[src/rtl/mem_req_pkg.sv]
// Shared types for the data-memory request unit.
// Holds the FSM state enum, RV32I size codes and the request decode helper.
package mem_req_pkg;

  typedef enum logic [2:0] {
    S_IDLE    = 3'd0,
    S_RD      = 3'd1,
    S_RD_WAIT = 3'd2,
    S_WR      = 3'd3,
    S_WR_WAIT = 3'd4,
    S_DONE    = 3'd5
  } mreq_state_t;

  localparam logic [2:0] F3_B  = 3'b000;
  localparam logic [2:0] F3_H  = 3'b001;
  localparam logic [2:0] F3_W  = 3'b010;
  localparam logic [2:0] F3_BU = 3'b100;
  localparam logic [2:0] F3_HU = 3'b101;

  // 1 = misaligned address or funct3 not legal
  // for this direction (stores have no BU/HU).
  function automatic logic req_err(
    input logic       wr,
    input logic [2:0] f3,
    input logic [1:0] a
  );
    logic e;
    unique case (1'b1)
      f3 == F3_B:  e = 1'b0;
      f3 == F3_BU: e = wr;
      f3 == F3_H:  e = a[0];
      f3 == F3_HU: e = wr | a[0];
      f3 == F3_W:  e = (a != 2'b00);
      default:     e = 1'b1;
    endcase
    return e;
  endfunction

endpackage

[src/rtl/mem_request_unit_if.sv]
// Core request/response and RAM bus bundle of mem_request_unit.
// slave: the request unit; master: core plus RAM side.
interface mem_request_unit_if;

  logic        req_valid;
  logic        req_write;
  logic [2:0]  req_funct3;
  logic [11:0] req_addr;
  logic [31:0] req_wdata;
  logic        stall;
  logic        resp_valid;
  logic        resp_error;
  logic [31:0] load_data;
  logic [11:0] mem_addr;
  logic        mem_read_enable;
  logic        mem_write_enable;
  logic [31:0] mem_wdata;
  logic [31:0] mem_rdata;

  modport slave (
    input  req_valid, req_write, req_funct3,
    input  req_addr, req_wdata, mem_rdata,
    output stall, resp_valid, resp_error,
    output load_data, mem_addr, mem_wdata,
    output mem_read_enable, mem_write_enable
  );

  modport master (
    output req_valid, req_write, req_funct3,
    output req_addr, req_wdata, mem_rdata,
    input  stall, resp_valid, resp_error,
    input  load_data, mem_addr, mem_wdata,
    input  mem_read_enable, mem_write_enable
  );

endinterface

[src/rtl/mem_lane_align.sv]
// Load lane extract/extend and sub-word store merge.
// In: funct3_i, addr_i, rdata_i, wdata_i; out: load_o, merged_o.
module mem_lane_align
  import mem_req_pkg::*;
(
  input  logic [2:0]  funct3_i,
  input  logic [1:0]  addr_i,
  input  logic [31:0] rdata_i,
  input  logic [31:0] wdata_i,
  output logic [31:0] load_o,
  output logic [31:0] merged_o
);

  logic [4:0]  sh_b;
  logic [4:0]  sh_h;
  logic [7:0]  lane_b;
  logic [15:0] lane_h;
  logic [31:0] mrg_b;
  logic [31:0] mrg_h;

  always_comb begin
    sh_b   = {addr_i, 3'b000};
    sh_h   = {addr_i[1], 4'b0000};
    lane_b = 8'(rdata_i >> sh_b);
    lane_h = 16'(rdata_i >> sh_h);
    mrg_b  = (rdata_i & ~(32'h0000_00ff << sh_b))
           | ({24'd0, wdata_i[7:0]} << sh_b);
    mrg_h  = (rdata_i & ~(32'h0000_ffff << sh_h))
           | ({16'd0, wdata_i[15:0]} << sh_h);
  end

  always_comb begin
    load_o   = rdata_i;
    merged_o = wdata_i;
    unique case (1'b1)
      funct3_i == F3_B: begin
        load_o   = {{24{lane_b[7]}}, lane_b};
        merged_o = mrg_b;
      end
      funct3_i == F3_H: begin
        load_o   = {{16{lane_h[15]}}, lane_h};
        merged_o = mrg_h;
      end
      funct3_i == F3_BU: load_o = {24'd0, lane_b};
      funct3_i == F3_HU: load_o = {16'd0, lane_h};
      default: ;
    endcase
  end

endmodule

[src/rtl/mem_request_unit.sv]
// Data-memory initiator: one load/store at a time, RMW sub-word stores.
// Ports: clk, nRst (async active-low), bus (slave modport).
module mem_request_unit
  import mem_req_pkg::*;
(
  input  logic                clk,
  input  logic                nRst,
  mem_request_unit_if.slave   bus
);

  mreq_state_t state_q, state_d;
  logic [11:0] addr_q, addr_d;
  logic [2:0]  f3_q, f3_d;
  logic        write_q, write_d;
  logic        err_q, err_d;
  logic [31:0] wdata_q, wdata_d;
  logic [31:0] load_q, load_d;
  logic [31:0] lane_load;
  logic [31:0] lane_merged;
  logic        new_err;

  mem_lane_align u_align (
    .funct3_i (f3_q),
    .addr_i   (addr_q[1:0]),
    .rdata_i  (bus.mem_rdata),
    .wdata_i  (wdata_q),
    .load_o   (lane_load),
    .merged_o (lane_merged)
  );

  assign new_err = req_err(bus.req_write,
                           bus.req_funct3,
                           bus.req_addr[1:0]);

  always_comb begin
    state_d = state_q;
    addr_d  = addr_q;
    f3_d    = f3_q;
    write_d = write_q;
    err_d   = err_q;
    wdata_d = wdata_q;
    load_d  = load_q;
    unique case (state_q)
      S_IDLE: begin
        if (bus.req_valid) begin
          addr_d  = bus.req_addr;
          f3_d    = bus.req_funct3;
          write_d = bus.req_write;
          wdata_d = bus.req_wdata;
          err_d   = new_err;
          if (new_err)
            state_d = S_DONE;
          else if (bus.req_write &&
                   bus.req_funct3 == F3_W)
            state_d = S_WR;
          else
            state_d = S_RD;
        end
      end
      S_RD: state_d = S_RD_WAIT;
      S_RD_WAIT: begin
        // wdata_q becomes the merged word so WR
        // drives one register for both store kinds
        if (write_q) begin
          wdata_d = lane_merged;
          state_d = S_WR;
        end else begin
          load_d  = lane_load;
          state_d = S_DONE;
        end
      end
      S_WR:      state_d = S_WR_WAIT;
      S_WR_WAIT: state_d = S_DONE;
      S_DONE:    state_d = S_IDLE;
      default:   state_d = S_IDLE;
    endcase
  end

  always_ff @(posedge clk or negedge nRst) begin
    if (!nRst) begin
      state_q <= S_IDLE;
      addr_q  <= '0;
      f3_q    <= '0;
      write_q <= 1'b0;
      err_q   <= 1'b0;
      wdata_q <= '0;
      load_q  <= '0;
    end else begin
      state_q <= state_d;
      addr_q  <= addr_d;
      f3_q    <= f3_d;
      write_q <= write_d;
      err_q   <= err_d;
      wdata_q <= wdata_d;
      load_q  <= load_d;
    end
  end

  // stall drops in DONE so the core retires there
  assign bus.stall = (state_q == S_IDLE)
                   ? bus.req_valid
                   : (state_q != S_DONE);

  assign bus.mem_read_enable  = (state_q == S_RD);
  assign bus.mem_write_enable = (state_q == S_WR);
  assign bus.resp_valid       = (state_q == S_DONE);
  assign bus.resp_error       = (state_q == S_DONE) & err_q;
  assign bus.load_data        = load_q;
  assign bus.mem_addr  = (state_q == S_IDLE)
                       ? 12'd0
                       : {addr_q[11:2], 2'b00};
  assign bus.mem_wdata = (state_q == S_WR)
                       ? wdata_q
                       : 32'd0;

endmodule

[src/flat_wrapper.sv]
// flat-port wrapper written by rule: the top's interface ports become plain ports
module mem_request_unit_flat import mem_req_pkg::*;
  (clk, nRst, bus_req_valid, bus_req_write, bus_req_funct3, bus_req_addr, bus_req_wdata, bus_mem_rdata, bus_stall, bus_resp_valid, bus_resp_error, bus_load_data, bus_mem_addr, bus_mem_wdata, bus_mem_read_enable, bus_mem_write_enable);
  mem_request_unit_if bus_i ();
  input  logic clk;
  input  logic nRst;
  input wire logic [$bits(bus_i.req_valid)-1:0] bus_req_valid;
  input wire logic [$bits(bus_i.req_write)-1:0] bus_req_write;
  input wire logic [$bits(bus_i.req_funct3)-1:0] bus_req_funct3;
  input wire logic [$bits(bus_i.req_addr)-1:0] bus_req_addr;
  input wire logic [$bits(bus_i.req_wdata)-1:0] bus_req_wdata;
  input wire logic [$bits(bus_i.mem_rdata)-1:0] bus_mem_rdata;
  output wire logic [$bits(bus_i.stall)-1:0] bus_stall;
  output wire logic [$bits(bus_i.resp_valid)-1:0] bus_resp_valid;
  output wire logic [$bits(bus_i.resp_error)-1:0] bus_resp_error;
  output wire logic [$bits(bus_i.load_data)-1:0] bus_load_data;
  output wire logic [$bits(bus_i.mem_addr)-1:0] bus_mem_addr;
  output wire logic [$bits(bus_i.mem_wdata)-1:0] bus_mem_wdata;
  output wire logic [$bits(bus_i.mem_read_enable)-1:0] bus_mem_read_enable;
  output wire logic [$bits(bus_i.mem_write_enable)-1:0] bus_mem_write_enable;
  assign bus_i.req_valid = bus_req_valid;
  assign bus_i.req_write = bus_req_write;
  assign bus_i.req_funct3 = bus_req_funct3;
  assign bus_i.req_addr = bus_req_addr;
  assign bus_i.req_wdata = bus_req_wdata;
  assign bus_i.mem_rdata = bus_mem_rdata;
  assign bus_stall = bus_i.stall;
  assign bus_resp_valid = bus_i.resp_valid;
  assign bus_resp_error = bus_i.resp_error;
  assign bus_load_data = bus_i.load_data;
  assign bus_mem_addr = bus_i.mem_addr;
  assign bus_mem_wdata = bus_i.mem_wdata;
  assign bus_mem_read_enable = bus_i.mem_read_enable;
  assign bus_mem_write_enable = bus_i.mem_write_enable;
  mem_request_unit u_core (.clk(clk), .nRst(nRst), .bus(bus_i));
endmodule
[config.mk]
export PLATFORM = sky130hd
export DESIGN_NAME = mem_request_unit_flat
export DESIGN_NICKNAME = d
export VERILOG_FILES = /design/src/rtl/mem_req_pkg.sv /design/src/rtl/mem_request_unit_if.sv /design/src/rtl/mem_lane_align.sv /design/src/rtl/mem_request_unit.sv /design/src/flat_wrapper.sv
export SDC_FILE = /design/constraint.sdc
export NUM_CORES = 1
export LEC_CHECK = 0
export BUFFER_PORTS_ARGS = -buffer_cell sky130_fd_sc_hd__buf_2
export CAP_MARGIN = 20
export CORE_UTILIZATION = 30
export DETAILED_ROUTE_END_ITERATION = 16
export PLACE_DENSITY = 0.61
export SETUP_SLACK_MARGIN = 0.5
export SYNTH_ARGS = -nofsm -noshare
export SYNTH_HDL_FRONTEND = slang
export SYNTH_SLANG_ARGS = --single-unit
[constraint.sdc]
create_clock -name clk -period 3.2 [get_ports clk]
set_clock_uncertainty 0.1 [all_clocks]
set_input_delay 0.16 -clock clk [delete_from_list [all_inputs] [get_ports clk]]
set_output_delay 0.16 -clock clk [all_outputs]
set_load 0.02 [all_outputs]
Word level (Yosys, flattened, before mapping)
Index checks and enable logic that the tools add are counted.

word-level totals
  bits of input ports = 83
  logic and storage cells = 61
  register bits after elaboration = 84
  output and inout bits = 81

operators by class
  shifts and indexed selects = 6
  equality and inequality tests = 16
  muxes and demuxes = 14
  reduce and logical (&&, ||, !) cells = 9
  bitwise gates (word level) = 9

operator list
  operator                                                                count
  32-bit one-hot mux with 2 select lines                                  2
  32-bit one-hot mux with 4 select lines                                  1
  32-bit two-way mux                                                      3
  32-bit AND                                                              2
  32-bit NOT                                                              2
  32-bit OR                                                               2
  16-bit by 5-bit << shifter with 32-bit output                           1
  16-bit by 5-bit << shifter with 32-bit output (first input constant)    1
  8-bit by 5-bit << shifter with 32-bit output                            1
  8-bit by 5-bit << shifter with 32-bit output (first input constant)     1
  32-bit by 5-bit right shift with 16-bit output                          1
  32-bit by 5-bit right shift with 8-bit output                           1
  3-bit equality test (second input constant)                             6
  3-bit one-hot mux with 5 select lines                                   1
  12-bit two-way mux                                                      1
  3-bit by 1-bit equality test with 1-bit output (second input constant)  3
  3-bit by 2-bit equality test with 1-bit output (second input constant)  3
  3-bit zero test                                                         3
  3-bit two-way mux                                                       3
  3-bit != test (second input constant)                                   2
  1-bit one-hot mux with 5 select lines                                   1
  2-bit AND reduction                                                     2
  4-bit AND reduction                                                     1
  2-bit nonzero test                                                      2
  8 further kinds                                                         8

Logic depth before layout (Yosys ltp)
  depth after elaboration = 7
  mapped depth = 7
  depth with buffers taken out = 4

By module
From an unflattened synthesis, not the netlist that was laid out.

second synthesis, totals
  cell total of the unflattened synthesis = 549
  area, all modules = 5474.0 um2

modules (own cells, without submodules)
  module            area an instance (um2)  seq. area each (um2)  instances  cells each
  mem_request_unit  3952.5                  2102.0                1          287
  mem_lane_align    1521.5                  0.0                   1          262

Least setup slack after synthesis
OpenSTA, ideal clock, no wires.

  kind = flip-flop to flip-flop
  start = reg u_core.state_q[0]
  end = reg with a tool-made name
  buffers on the path = 2
  cell stages (with the launch flop) = 6
  slack = 1.353 ns
  required time = 2.953 ns
  clock period less this slack = 1.847 ns
  library setup time = 0.147 ns
  arrival = 1.599 ns
  path through = dfrtp_1 > buf_2 > or3b_1 > buf_2 > nor4b_4 > a311oi_1

RTL lines
  element                 RTL line                source
  start, declared         mem_request_unit.sv:11  mreq_state_t state_q, state_d;
  start signal, assigned  mem_request_unit.sv:89  state_q <= state_d;

Worst setup path in the final report
  start = reg u_core.state_q[2]
  end = reg u_core.load_q[18] (netlist: u_core.bus.load_data[18])

on the way
  word-level cells in the longest chain between the ends = 2

RTL lines
  element                                         RTL line                source
  3-bit by 2-bit equality test with 1-bit output  mem_request_unit.sv:43  unique case (state_q)
  2-bit AND reduction (no line)                   n/a
  end signal, assigned                            mem_request_unit.sv:95  load_q <= load_d;
  end, declared                                   mem_request_unit.sv:17  logic [31:0] load_q, load_d;

No other way between the ends.
A chain may end at the register's enable or synchronous reset.

==> flow_summary.json <==
{
  "netlist_area_um2": 4980,
  "leakagePower_nw": 2.89,
  "syn_avg_cell_area_um2": 9.21,
  "grt_max_degree": 60,
  "worstPathArrival_ps": 2500,
  "critPathKind": "flip-flop to flip-flop",
  "first_global_vias": 4654,
  "initial_core_util": 0.310,
  "drt_iter0_markers": 361,
  "ys_ff_latch": 84,
  "critPathMaxFanout": 16,
  "tritoncts": "yes",
  "slew_headroom": 0.445,
  "ys.warnings.count": 0,
  "setup_violations": 0,
  "areaGrowthSynthToFinish_pct": 31.3,
  "grt_remaining_overflow": 0,
  "synth_edf_count": 0,
  "tightestPinTransition_ps": 832,
  "status": "completed",
  "totalPowerFinal_mw": 6.42,
  "gp_congestion": 0.876,
  "antenna_found_initial": 4,
  "drtAntennaViolNets": 0,
  "cts_inserted_buffers": 9,
  "cts_root_buf": "clkbuf_16",
  "yosysTopAreaCell": "dfrtp_1",
  "setup_tns_ps": 0,
  "cts_max_path_buffers": 2,
  "h-tree-depth": 3,
  "p_seq_frac": 0.334,
  "vdd_ir_drop_max_mv": 0.477,
  "die_w_um": 131,
  "slew_viol_final": 0,
  "comb_power_share": 0.508,
  "post-cts-setup-buffers": 0,
  "grt_pass1_wl_mm": 26.4,
  "critical-path-slowest-cell": "or4b_1",
  "synthCells": 541,
  "cts_hold_buf": 27,
  "worst_ep_required_time_ps": 3290,
  "max_cap_violations": 0,
  "cts.clk_slew.worst_paths_ps": 60,
  "path_cells": "or4b_1 -> nor3_4 -> o21ai_0",
  "dieArea_um2": 17100,
  "final_common_cell": "buf_2",
  "cts_sinks": 84,
  "swShare": 0.448,
  "fin_nets": 800,
  "power.density_nw_per_um2": 982,
  "seq_area_frac_synth": 0.422,
  "hold_viol_final": 0,
  "core_area_um2": 16100,
  "p_clk_frac": 0.158,
  "ys_top_cells_by_area": "dfrtp_1 42%, mux2_2 9.3%, nand2_1 5.7%",
  "final_cell_mix": "160 x buf_2, 84 x dfrtp_1, 76 x nand2_1",
  "drtPass1Iterations": 4,
  "power_switching_mw": 2.88,
  "hold_class": "input pin to flip-flop",
  "crit_path_start_kind": "flip-flop",
  "wire_per_inst_um": 18.7,
  "drcViolationCount": 0,
  "synth_top_area_frac": 0.422,
  "clkLatencyLatePin_ps": 350,
  "fillCellCount": 1623,
  "hold_depth": 3,
  "ys_async_sr_fraction": 1.00,
  "fin_crit_sh": 0.751,
  "max_freq_ghz": 0.416,
  "end_kind": "flip-flop",
  "route.vias.total": 4861,
  "die_h_um": 131,
  "cts_resized": 0,
  "final.min_clock_period_ps": 2400,
  "internal_power_mw": 3.54,
  "finalWirelength_mm": 17.5,
  "pin_count": 164,
  "port_buffers": 161,
  "vias_per_cell": 5.19,
  "rsz0062_at_grt": "false",
  "grt_usage": 0.209,
  "rows": 46,
  "synth_ff_type": "dfrtp_1",
  "r2r_cells": 3,
  "dp_hpwl_mm": 12.8,
  "ys_types": 50,
  "whs_ps": 9.89,
  "slowest_delay_ps": 770,
  "layout-drive-gt1-share": 0.350
}
Yosys cell counts, types with 2 or more instances:
library cell	n
buf_2	17
a21oi_1	35
nor2_1	30
a311oi_1	16
dfrtp_1	84
a211oi_1	10
nor3_1	16
o22ai_1	2
clkbuf_1	18
o221ai_1	8
o211ai_1	16
and3_1	2
nor3b_2	2
and2_1	33
o21ai_0	39
a21boi_0	8
nand2b_1	10
o2bb2ai_1	8
mux2_2	41
nor2b_1	17
o21ai_1	3
nand2_1	76
a21o_1	2
a31oi_1	8
inv_1	2
buf_4	7
a31o_2	8
metal layers:
layer	track usage	share of wire
met4	0.0487	0.0095
met3	0.0615	0.082
met1	0.277	0.45
met2	0.334	0.46
met5	0	0.0011
kinds of logic after synthesis:
logic type,Yosys count,share of synthesized area
compound gates,170,0.230
buf+inv,45,0.0434
other cells,1,0.000752
simple gates,198,0.204
flops,84,0.422
mux,43,0.0992
final cells by class:
cell class | count | area (um2) | area share
Sequential cell | 84 | 2100 | 0.321
Inverter | 3 | 11.3 | 0.00172
Antenna cell | 1 | 2.50 | 0.000383
Multi-Input combinational cell | 413 | 2670 | 0.408
Timing Repair Buffer | 206 | 1210 | 0.186
Clock buffer | 11 | 233 | 0.0356
Tap cell | 216 | 270 | 0.0413
Clock inverter | 3 | 40.0 | 0.00612
power by group through the flow:
stage / sequential, mW / combinational, mW / clock, mW
CTS: 2.14 / 3.27 / 1.04
floorplan: 2.12 / 2.19 / 0
global placement: 2.15 / 3.19 / 0
global route: 2.22 / 3.56 / 1.08
detailed placement: 2.15 / 3.23 / 0
finish: 2.14 / 3.26 / 1.02
metrics by stage:
step	util	setup slack [ps]	area, um2	cells
finish	0.407	795	6540	937
global route	0.407	652	6540	936
CTS	0.407	760	6540	936
detailed placement	0.373	772	6000	895
global placement	0.373	817	6000	895
floorplan	-	1350	4990	542
path summary, 6_finish.rpt:
| kind | start | slack (ps) | to |
|---|---|---|---|
| min in group asynchronous | nRst | 330 | u_core.addr_q[11]$_DFFE_PN0P_ |
| hold reg to reg | u_core.bus.load_data[10]$_DFFE_PN0P_ | 380 | u_core.bus.load_data[10]$_DFFE_PN0P_ |
| setup / recovery | u_core.state_q[2]$_DFFE_PN0N_ | 800 | u_core.bus.load_data[18]$_DFFE_PN0P_ |
| hold / removal | bus_mem_rdata[12] | 10 | flip-flop |
| max in group asynchronous | nRst | 1890 | u_core.wdata_q[31]$_DFFE_PN0P_ |
| setup reg to reg | u_core.state_q[2]$_DFFE_PN0N_ | 800 | u_core.bus.load_data[18]$_DFFE_PN0P_ |
worst max-delay path: cells and delay by family (launching register included):
kind / cells / cell delay, ps
simple gates: 2 / 1390
compound gates: 1 / 200
flops: 1 / 550
No activity file was read; power rests on OpenSTA's default activity.
